**src/rtl/shift_register_4b_ctrl.sv**
```systemverilog
// rtl/shift_register_4b_ctrl.sv - shift/rotate/load register with an automatic serial transfer FSM
module shift_register_4b_ctrl #(
   parameter int WIDTH = 4
) (
   input  logic             clk,
   input  logic             reset,
   input  logic             enb,
   input  logic             dir,
   input  logic [1:0]       modo,
   input  logic             s_in,
   input  logic [WIDTH-1:0] d,
   input  logic             start,
   output logic [WIDTH-1:0] q,
   output logic             s_out,
   output logic             busy,
   output logic             done
);

   localparam int CW = $clog2(WIDTH) + 1;

   localparam logic [1:0] IDLE = 2'd0;
   localparam logic [1:0] XFER = 2'd1;
   localparam logic [1:0] FIN  = 2'd2;

   localparam logic [1:0] MODO_SHIFT = 2'b00;
   localparam logic [1:0] MODO_ROT   = 2'b01;
   localparam logic [1:0] MODO_LOAD  = 2'b10;

   localparam logic [CW-1:0] LAST_SHIFT = CW'(WIDTH - 1);

   logic [1:0]       state;
   logic [CW-1:0]    cnt;
   logic [WIDTH-1:0] shift_q;
   logic             shift_out;

   // Plain serial shift, shared by IDLE shift mode and the transfer.
   always_comb begin
      shift_q   = q;
      shift_out = 1'b0;
      if (dir) begin
         shift_q   = {s_in, q[WIDTH-1:1]};
         shift_out = q[0];
      end else begin
         shift_q   = {q[WIDTH-2:0], s_in};
         shift_out = q[WIDTH-1];
      end
   end

   always_ff @(posedge clk or posedge reset) begin
      if (reset) begin
         state <= IDLE;
         cnt   <= '0;
         q     <= '0;
         s_out <= 1'b0;
      end else if (enb) begin
         case (state)
            IDLE: begin
               if (start) begin
                  q     <= d;
                  s_out <= 1'b0;
                  cnt   <= '0;
                  state <= XFER;
               end else begin
                  case (modo)
                     MODO_SHIFT: begin
                        q     <= shift_q;
                        s_out <= shift_out;
                     end
                     MODO_ROT: begin
                        q     <= dir ? {q[0], q[WIDTH-1:1]} : {q[WIDTH-2:0], q[WIDTH-1]};
                        s_out <= 1'b0;
                     end
                     MODO_LOAD: begin
                        q     <= d;
                        s_out <= 1'b0;
                     end
                     default: ;
                  endcase
               end
            end
            XFER: begin
               q     <= shift_q;
               s_out <= shift_out;
               // The WIDTH-th shift closes the transfer and rearms the counter.
               if (cnt == LAST_SHIFT) begin
                  cnt   <= '0;
                  state <= FIN;
               end else begin
                  cnt <= cnt + 1'b1;
               end
            end
            FIN: state <= IDLE;
            default: begin
               state <= IDLE;
               cnt   <= '0;
            end
         endcase
      end
   end

   assign busy = (state == XFER);
   assign done = (state == FIN);

endmodule

```
**config.mk**
```make
export PLATFORM = sky130hd
export DESIGN_NAME = shift_register_4b_ctrl
export DESIGN_NICKNAME = d
export VERILOG_FILES = /design/src/rtl/shift_register_4b_ctrl.sv
export SDC_FILE = /design/constraint.sdc
export NUM_CORES = 1
export LEC_CHECK = 0
export BUFFER_PORTS_ARGS = -buffer_cell sky130_fd_sc_hd__buf_2
export CORE_MARGIN = 4
export CORE_UTILIZATION = 45
export CTS_BUF_LIST = sky130_fd_sc_hd__clkbuf_16
export CTS_CLUSTER_DIAMETER = 120
export CTS_CLUSTER_SIZE = 40
export DETAILED_ROUTE_END_ITERATION = 8
export GPL_TIMING_DRIVEN = 0
export PLACE_DENSITY = 0.67
export SYNTH_ARGS = -nofsm -noshare
export SYNTH_HDL_FRONTEND = slang
export SYNTH_SLANG_ARGS = --single-unit
```
**constraint.sdc**
```tcl
create_clock -name clk -period 3.4 [get_ports clk]
set_input_delay 0.17 -clock clk [delete_from_list [all_inputs] [get_ports clk]]
set_output_delay 0.17 -clock clk [all_outputs]
set_load 0.01 [all_outputs]
```
; ---- After elaboration in Yosys (flattened, before gate mapping)
; Cells that the tools add are included.
[totals]
regBits = 10
wordCells = 38
[op_classes]
add_sub_neg = 1
n_eq_ne = 9
mux = 15
bitwise = 1
n_reduce_logical = 8
[op_table]
columns = operator, n
row1 = 4-bit 2-to-1 mux, 3
row2 = 4-bit one-hot mux with 3 select lines, 1
row3 = 3-bit AND reduction, 4
row4 = 3-bit one-hot mux with 3 select lines, 1
row5 = 4-bit one-hot mux with 2 select lines, 1
row6 = 3-bit 2-to-1 mux, 2
row7 = "5-bit by 2-bit != test with 1-bit output, second input constant", 1
row8 = "2-bit by 1-bit equality test with 1-bit output, second input constant", 2
row9 = "2-bit equality test, second input constant", 2
row10 = 2-bit zero test, 2
row11 = 2-bit 2-to-1 mux, 2
row12 = "4-bit by 3-bit != test with 1-bit output, second input constant", 1
row13 = 1-bit one-hot mux with 2 select lines, 2
row14 = 2-bit one-hot mux with 2 select lines, 1
row15 = "3-bit by 1-bit adder with 3-bit output, second input constant", 1
row16 = "3-bit by 2-bit equality test with 1-bit output, second input constant", 1
row17 = 1-bit 2-to-1 mux, 2
row18 = "2-bit by 1-bit != test with 1-bit output, second input constant", 1
row19 = "2-bit != test, second input constant", 1
row20 = 2-bit nonzero test, 1
row21 = 2-bit OR reduction, 1
row22 = 1-bit NOT, 1

; ---- Depth between registers and ports, before layout
; Gate-level depths: netlist (run 1).
[depth]
ltp_word = 5
mapped_depth = 6

; ---- Worst setup path after synthesis (run 1)
; No wires, ideal clock.
[synth_timing]
kind = input port to flip-flop
startpoint = input modo[0]
endpoint = register q[0]
setup_ns = 0.121
arrival_ns = 1.296
t_required_ns = 3.279
slack_ns = 1.983
path_stages = 5
cell_sequence = inv_1 -> ha_1 -> o41ai_4 -> a21oi_1 -> a22o_1
[synth_between]
elab_chain_cells = 4
elab_cells_between_ends = 8
cone_classes = eq/ne: 3 / mux: 3 / reduce/logical: 2
[synth_rtl]
columns = item, line
row1 = "start, declared", 9  ; input logic [1:0] modo,
row2 = 2-bit equality test (tied with other cells), 64  ; case (modo)
row3 = 4-bit one-hot mux with 3 select lines, 64
row4 = 4-bit 2-to-1 mux, 58  ; if (start) begin
row5 = 4-bit one-hot mux with 2 select lines, 56  ; case (state)
row6 = "end signal, assigned", 66  ; q <= shift_q;
row7 = "end signal, assigned", 70  ; q <= dir ? {q[0], q[WIDTH-1:1]} : {q[WIDTH-2:0], q[WIDTH-1]};
row8 = "end signal, assigned", 82  ; q <= shift_q;
row9 = "end, declared", 13  ; output logic [WIDTH-1:0] q,
; Parallel ways exist; a longest one is shown, timed or not.
; A chain may end at the register's enable or synchronous reset.

; ---- Final worst setup path (run 1)
[layout_timing]
startpoint = register state[0]
endpoint = register q[0]
[layout_between]
elab_chain_cells = 3
elab_cells_between_ends = 6
cone_classes = eq/ne: 2 / mux: 1 / reduce/logical: 3
[layout_rtl]
columns = item, line
row1 = "start, declared", 31  ; logic [1:0] state;
row2 = "start signal, assigned", 51  ; state <= IDLE;
row3 = "start signal, assigned", 62  ; state <= XFER;
row4 = "start signal, assigned", 87  ; state <= FIN;
row5 = 2-bit zero test or 2-bit by 1-bit equality test with 1-bit output (tied branches), 56
row6 = 5-bit by 2-bit != test with 1-bit output (no line) or 2-bit nonzero test (tied branches), -
row7 = 3-bit AND reduction (no line), -
; Parallel ways exist; a longest one is shown, timed or not.

==> results of run 1 <==
area by class of cell:
type | instances | area share
Tap cell | 15 | 0.02134
Buffer | 3 | 0.02418
Inverter | 5 | 0.02134
Multi-Input combinational cell | 55 | 0.4566
Clock buffer | 3 | 0.08535
Clock inverter | 1 | 0.004267
Timing Repair Buffer | 17 | 0.1024
Sequential cell | 10 | 0.2845
per-stage QoR:
| stage | setup WS, ps | std cells | utilization | cell area [um2] | hold WS, ps |
|---|---|---|---|---|---|
| 5_1_grt | 1838 | 109 | 0.6438 | 879.6 | 182.6 |
| 4_1_cts | 1899 | 109 | 0.6438 | 879.6 | 165.8 |
| 3_3_place_gp | 1761 | 104 | 0.5788 | 790.8 | 159.5 |
| 6_report | 1919 | 109 | 0.6438 | 879.6 | 172.8 |
| 2_1_floorplan | 1983 | 73 | - | 691.9 | 10.18 |
| 3_5_place_dp | 1723 | 104 | 0.5788 | 790.8 | 164.5 |
where the power goes:
| part | total, mW | switching [mW] | leakage (nW) | internal, mW |
|---|---|---|---|---|
| Sequential | 0.214 | 0.0462 | 0.122 | 0.168 |
| Combinational | 0.282 | 0.150 | 0.272 | 0.132 |
| Clock | 0.209 | 0.0546 | 0.0385 | 0.154 |
| Total | 0.705 | 0.251 | 0.433 | 0.454 |
cells in the mapped netlist, drive strengths merged, types with 2 or more instances:
cell	number
nor2b	2
nand2b	3
inv	5
mux2	2
a21boi	2
a21oi	3
nand2	4
o211ai	2
a22o	2
a221oi	2
nor2	9
dfrtp	10
buf	3
o21ai	6
ha	4
mux2i	6
state kept, by name, summed over array words and instances, names as in the netlist:
register  count
q             4
cnt           3
s_out         1
state         2
cells by family (layout without fill, tap and decap cells):
kind of cell / after synthesis / count (layout) / synth area share
AO/OA/AOI/OAI: 22 / 22 / 0.2459
AND/OR/NAND/NOR: 21 / 21 / 0.1429
flip-flops: 10 / 10 / 0.3617
multiplexers: 8 / 8 / 0.1194
buffers and inverters: 8 / 29 / 0.05787
adder cells (fa/ha/maj): 4 / 4 / 0.07234
path summary, 6_finish.rpt:
path | startpoint | end | slack [ps] | depth (start not counted)
worst max register to register | state[0] | q[0] | 1920 | 4
worst max-delay path | state[0] | q[0] | 1920 | 4
worst min register to register | cnt[2] | cnt[2] | 470 | 1
max in group asynchronous | reset | cnt[1] | 2690 | 3
min in group asynchronous | reset | cnt[0] | 450 | 3
worst min-delay path | enb | state[1] | 170 | 2
cells in the final DEF, fill, tap and decap left out:
master         netlist  final
clkinv_1             0      1
o211ai_1             2      2
o41ai_4              1      1
buf_2                2     18
nand2b_1             3      3
a22o_1               2      2
clkbuf_16            0      3
inv_1                5      5
a21oi_1              3      3
nand2_1              4      4
mux2i_1              6      6
mux2_2               2      2
o22ai_1              1      1
dlygate4sd3_1        0      1
a21boi_0             2      2
o221ai_1             1      1
nor2_1               9      9
nor2b_1              2      2
buf_6                1      1
dfrtp_1             10     10
o21ai_0              6      6
ha_1                 4      4
a32o_1               1      1
and2_1               1      1
a221oi_1             2      2
and2b_1              1      1
o31ai_1              1      1
nand3_1              1      1
routing by layer:
layer / global-route usage / up-vias
met3: 0.06897 / 4
met5: 0 / -
met1: 0.2000 / 277
li1: - / 305
met2: 0.2249 / 17
met4: 0.08287 / 0
==> run_results.csv, run 1 <==
group,metric,value,unit
run_status,status,"completed",
routing,drtIter0Drc,8,
clocking,cts_root_buf,"clkbuf_16",
power_and_ir_drop,p_leak,0.4333,nW
floorplanning,std_cell_rows,13,
final_layout,nNetsFinal,111,
power_and_ir_drop,power.density,801.1,nW/um2
global_route,grt_pass1_wl,2366,um
flow_run,drv_cap,0,
routing,vias_per_cell,5.532,
global_route,grt_pass1_vias,533,
synthesis,yosys_warnings,0,
critical_path,critPathRequiredTime,3520,ps
critical_path,path_cells,"buf_6 -> o41ai_4 -> a21oi_1 -> a22o_1",
timing,relSlewSlack,0.6607,
critical_path,critPathTopFamily,"compound AO/OA/AOI/OAI gates",
floorplanning,core_area,1366,um2
final_layout,final-seq-area,250.2,um2
routing,vias,603,
routing,drt_wl_total,1480,um
power_and_ir_drop,peakVddDrop,0.5256,mV
synthesis,yosysTopAreaCell,"dfrtp_1",
synthesis,seq_area_frac_synth,0.3617,
routing,dr.pass1.iters,4,
timing,drv_slew,0,
place,gp_congestion,0.7939,
synthesis,synthTopCellsByArea,"dfrtp_1, mux2i_1, ha_1",
synthesis,ys_ff_latch,10,
clocking,htree_levels,1,
critical_path,cp-end-kind,"flop",
global_route,track_usage,0.1577,
critical_path,critPathLaunchType,"flop",
place,port_buffers,16,
timing,period_share,0.4356,
clocking,numCtsBuffers,3,
final_layout,num-fill-cells,125,
floorplanning,start_util,0.5064,
clocking,clkLatencyLatePin,240,ps
synthesis,synth-main-ff-cell,"dfrtp_1",
routing,drc,0,
floorplanning,dieHeight,47.21,um
routing,wl_per_cell,13.58,um
floorplanning,dieArea,2229,um2
critical_path,critPathMaxFanout,10,
final_layout,multi_input_area,401.6,um2
routing,drtAntennaViolNets,0,
synthesis,synth_area,691.9,um2
timing,hold_viol,0,
critical_path,cpPeakStageDelay,560,ps
place,post-dp-hpwl,1132,um
routing,wl_met2,675,um
timing,rsz0062_at_grt,"no",
critical_path,slowest_stage,"o41ai_4",
clocking,clockBufferDepth,2,
routing,top_layer,"met4",
clocking,cts_sinks,10,
timing,max_freq,675.2,MHz
timing,tns,0,ps
critical_path,path_class,"flop to flop",
synthesis,synth_cell_types,25,
timing,setup_viol,0,
global_route,grt_overflow_total,0,
routing,wl_met1,699,um
clocking,clk_pin_slew,40,ps
routing,wl_met3,83,um
timing,finalCriticalPeriod,1481,ps
synthesis,synth_nets,89,
floorplanning,num_io_pins,19,
worst_hold_path,hp-class,"primary input to flop",
clocking,post_cts_resized,0,
global_route,antenna_found_initial,0,
synthesis,netlist_instances,73,
global_route,grt_max_degree,11,
clocking,cts_setup_buffers,0,
critical_path,critical_path_arrival,1600,ps
final_layout,drive_above_1_share,0.2660,
clocking,cts_tree,"built",
floorplanning,die_w,47.21,um
synthesis,synth_edf_count,0,
critical_path,crit_buf_inv,1,
timing,tightestPinTransition,507.3,ps
synthesis,syn_avg_cell_area,9.478,um2
final_layout,area_growth_syn_to_layout,27.12,%
clocking,holdBufCountCts,1,
synthesis,netlist.area_leader.share,0.3617,
synthesis,ys_async_sr_fraction,1.000,
final_layout,antenna_cells,0,
timing,final.setup_skew,0.6092,ps
power_and_ir_drop,p_total,0.7046,mW
No activity file was read; power rests on OpenSTA's default activity.
==> run 2: changes to the inputs <==
- ABC_AREA: unset -> 1
- PLACE_DENSITY: 0.67 -> 0.7
- clock period: 3.4 -> 1.25 ns (I/O delays scaled with it)
==> run_results.csv, run 2 <==
group,metric,value,unit
place,post-dp-hpwl,1280,um
place,dp_slack,-27.37,ps
clocking,numCtsBuffers,3,
critical_path,r2r_end,"q[2]",
routing,vias_per_cell,4.979,
global_route,grt_max_degree,11,
floorplanning,start_util,0.4759,
routing,dr.pass1.iters,4,
routing,vias,712,
timing,finalCriticalPeriod,1146,ps
floorplanning,num_io_pins,19,
critical_path,critical_path_arrival,1260,ps
timing,setup_viol,0,
synthesis,synth_edf_count,0,
final_layout,area_growth_syn_to_layout,28.80,%
timing,fin_ws,104.0,ps
global_route,grt_pass1_wl,2553,um
floorplanning,std_cell_rows,14,
routing,drtAntennaViolNets,0,
routing,drt_wl_total,1531,um
clocking,cts_root_buf,"clkbuf_16",
routing,wl_per_cell,10.71,um
run_status,status,"completed",
critical_path,crit_start,"state[0]",
synthesis,ys_ff_latch,10,
place,gp_congestion,0.7238,
final_layout,antenna_cells,0,
floorplanning,dieArea,2296,um2
synthesis,synthTopCellsByArea,"dfrtp_1, nand2_1, ha_1",
global_route,antenna_found_initial,0,
timing,tns,0,ps
power_and_ir_drop,power.density,2277,nW/um2
flow_run,drv_cap,0,
timing,relSlewSlack,0.7462,
power_and_ir_drop,peakVddDrop,1.583,mV
synthesis,yosysTopAreaCell,"dfrtp_1",
floorplanning,dieHeight,47.92,um
timing,tightestPinTransition,380.3,ps
synthesis,yosys_warnings,0,
synthesis,synth-main-ff-cell,"dfrtp_1",
clocking,clockBufferDepth,2,
critical_path,reg2reg_slack,100,ps
clocking,cts_setup_buffers,0,
synthesis,seq_area_frac_synth,0.3490,
worst_hold_path,hp-class,"primary input to flop",
timing,rsz0062_at_grt,"no",
critical_path,endpoint,"q[2]",
global_route,grt_pass1_vias,638,
critical_path,critPathLaunchType,"flop",
timing,max_freq,872.6,MHz
synthesis,netlist.area_leader.share,0.3490,
final_layout,drive_above_1_share,0.3071,
synthesis,yosysMostFrequentCell,"nand2_1",
timing,hold_viol,0,
synthesis,synth_common_cells,"nand2_1, dfrtp_1, a21oi_1",
critical_path,cp-end-kind,"flop",
synthesis,synth_nets,121,
final_layout,top_register,"q",
final_layout,nNetsFinal,145,
timing,final.setup_skew,3.223,ps
final_layout,layout_commonest_cell,"nand2_1",
clocking,clkLatencyLatePin,230,ps
timing,hold-worst-slack,51.11,ps
final_layout,fin_cells,143,
synthesis,ys_async_sr_fraction,1.000,
final_layout,final_util,0.6130,
critical_path,worstReg2RegStart,"state[0]",
global_route,track_usage,0.1571,
critical_path,critPathRequiredTime,1370,ps
critical_path,path_class,"flop to flop",
timing,period_share,0.9168,
critical_path,critPathMaxFanout,6,
place,placedCellCount,139,
place,dpl-instance-area,827.0,um2
routing,drc,0,
floorplanning,die_w,47.92,um
final_layout,final_area,923.4,um2
synthesis,synth_cell_types,20,
final_layout,num-fill-cells,151,
clocking,cts_sinks,10,
final_layout,largest_register_ffs,4,
power_and_ir_drop,p_total,2.103,mW
routing,drtIter0Drc,5,
clocking,cts_tree,"built",
critical_path,ff2ff_path_depth,8,
final_layout,top_regs,"q (4), cnt (3), state (2)",
synthesis,synth_area,716.9,um2
final_layout,layout_common_cells,"nand2_1, buf_2, a21oi_1, dfrtp_1",
clocking,htree_levels,1,
synthesis,netlist_instances,105,
timing,drv_slew,0,
clocking,clk_pin_slew,40,ps
floorplanning,core_area,1506,um2
place,port_buffers,18,
global_route,grt_overflow_total,0,
power_and_ir_drop,p_leak,0.5139,nW
synthesis,syn_avg_cell_area,6.828,um2
## run 2: cell types whose count changed in the layout (fill, tap and decap cells not counted), sizes merged, moves of 3 or more
cell	previous run	this run
inv	5	12
nand2	4	47
or2	0	4
mux2i	6	0
nand2b	3	0
nand3	1	4
a21oi	3	10
o21ai	6	3
## run 2: cell families (layout without fill, tap and decap cells)
logic type / after synthesis / after routing / synth area share
and+or+nand+nor: 63 / 63 / 0.3927
buffers and inverters: 12 / 34 / 0.06282
DFF: 10 / 10 / 0.3490
adders and majority gates: 4 / 4 / 0.06981
AOI/OAI and AO/OA: 16 / 16 / 0.1256
## run 2: final cells by class
type | count | area (um2) | share of cell area
multi-input combinational | 83 | 430.4 | 0.4661
sequential | 10 | 252.7 | 0.2737
timing repair buffer | 19 | 100.1 | 0.1084
clock buffer | 3 | 75.07 | 0.08130
inverter | 12 | 45.04 | 0.04878
tap | 16 | 20.02 | 0.02168
## run 2: power by group
part	internal (mW)	switching, mW
Sequential	0.474	0.162
Combinational	0.373	0.550
Clock	0.413	0.131
## run 2: metal layers
| layer | track usage | routed length, um | up-vias |
|---|---|---|---|
| met5 | 0 | 0 | - |
| li1 | - | - | 373 |
| met2 | 0.2665 | 761 | 12 |
| met3 | 0.04887 | 69 | 2 |
| met1 | 0.1955 | 696 | 325 |
| met4 | 0.03226 | 4 | 0 |
## run 2: what timing repair did
| item | CTS | global route |
|---|---|---|
| gates resized for setup | 0 | 4 |
| hold endpoints to repair | 10 | 0 |
| hold buffers | 1 | 0 |
| setup endpoints to repair | 0 | 5 |
## run 2: worst min-delay path by stage
| stage | to | startpoint | cells past startpoint |
|---|---|---|---|
| floorplan | cnt[0] | reset | 1 |
| global placement | q[2] | reset | 2 |
| detailed placement | q[1] | reset | 2 |
| CTS | state[1] | enb | 2 |
| global route | state[1] | enb | 2 |
| finish | state[1] | enb | 2 |
## run 2: critical path, stage by stage (launching register included)
cell and delay [ps]:
dfrtp_2 450, nand2_2 120, inv_2 70, nor2_4 100, nand2_1 80, nand2_1 60, nand2_1 50, nand2_1 50
nand2_1 50
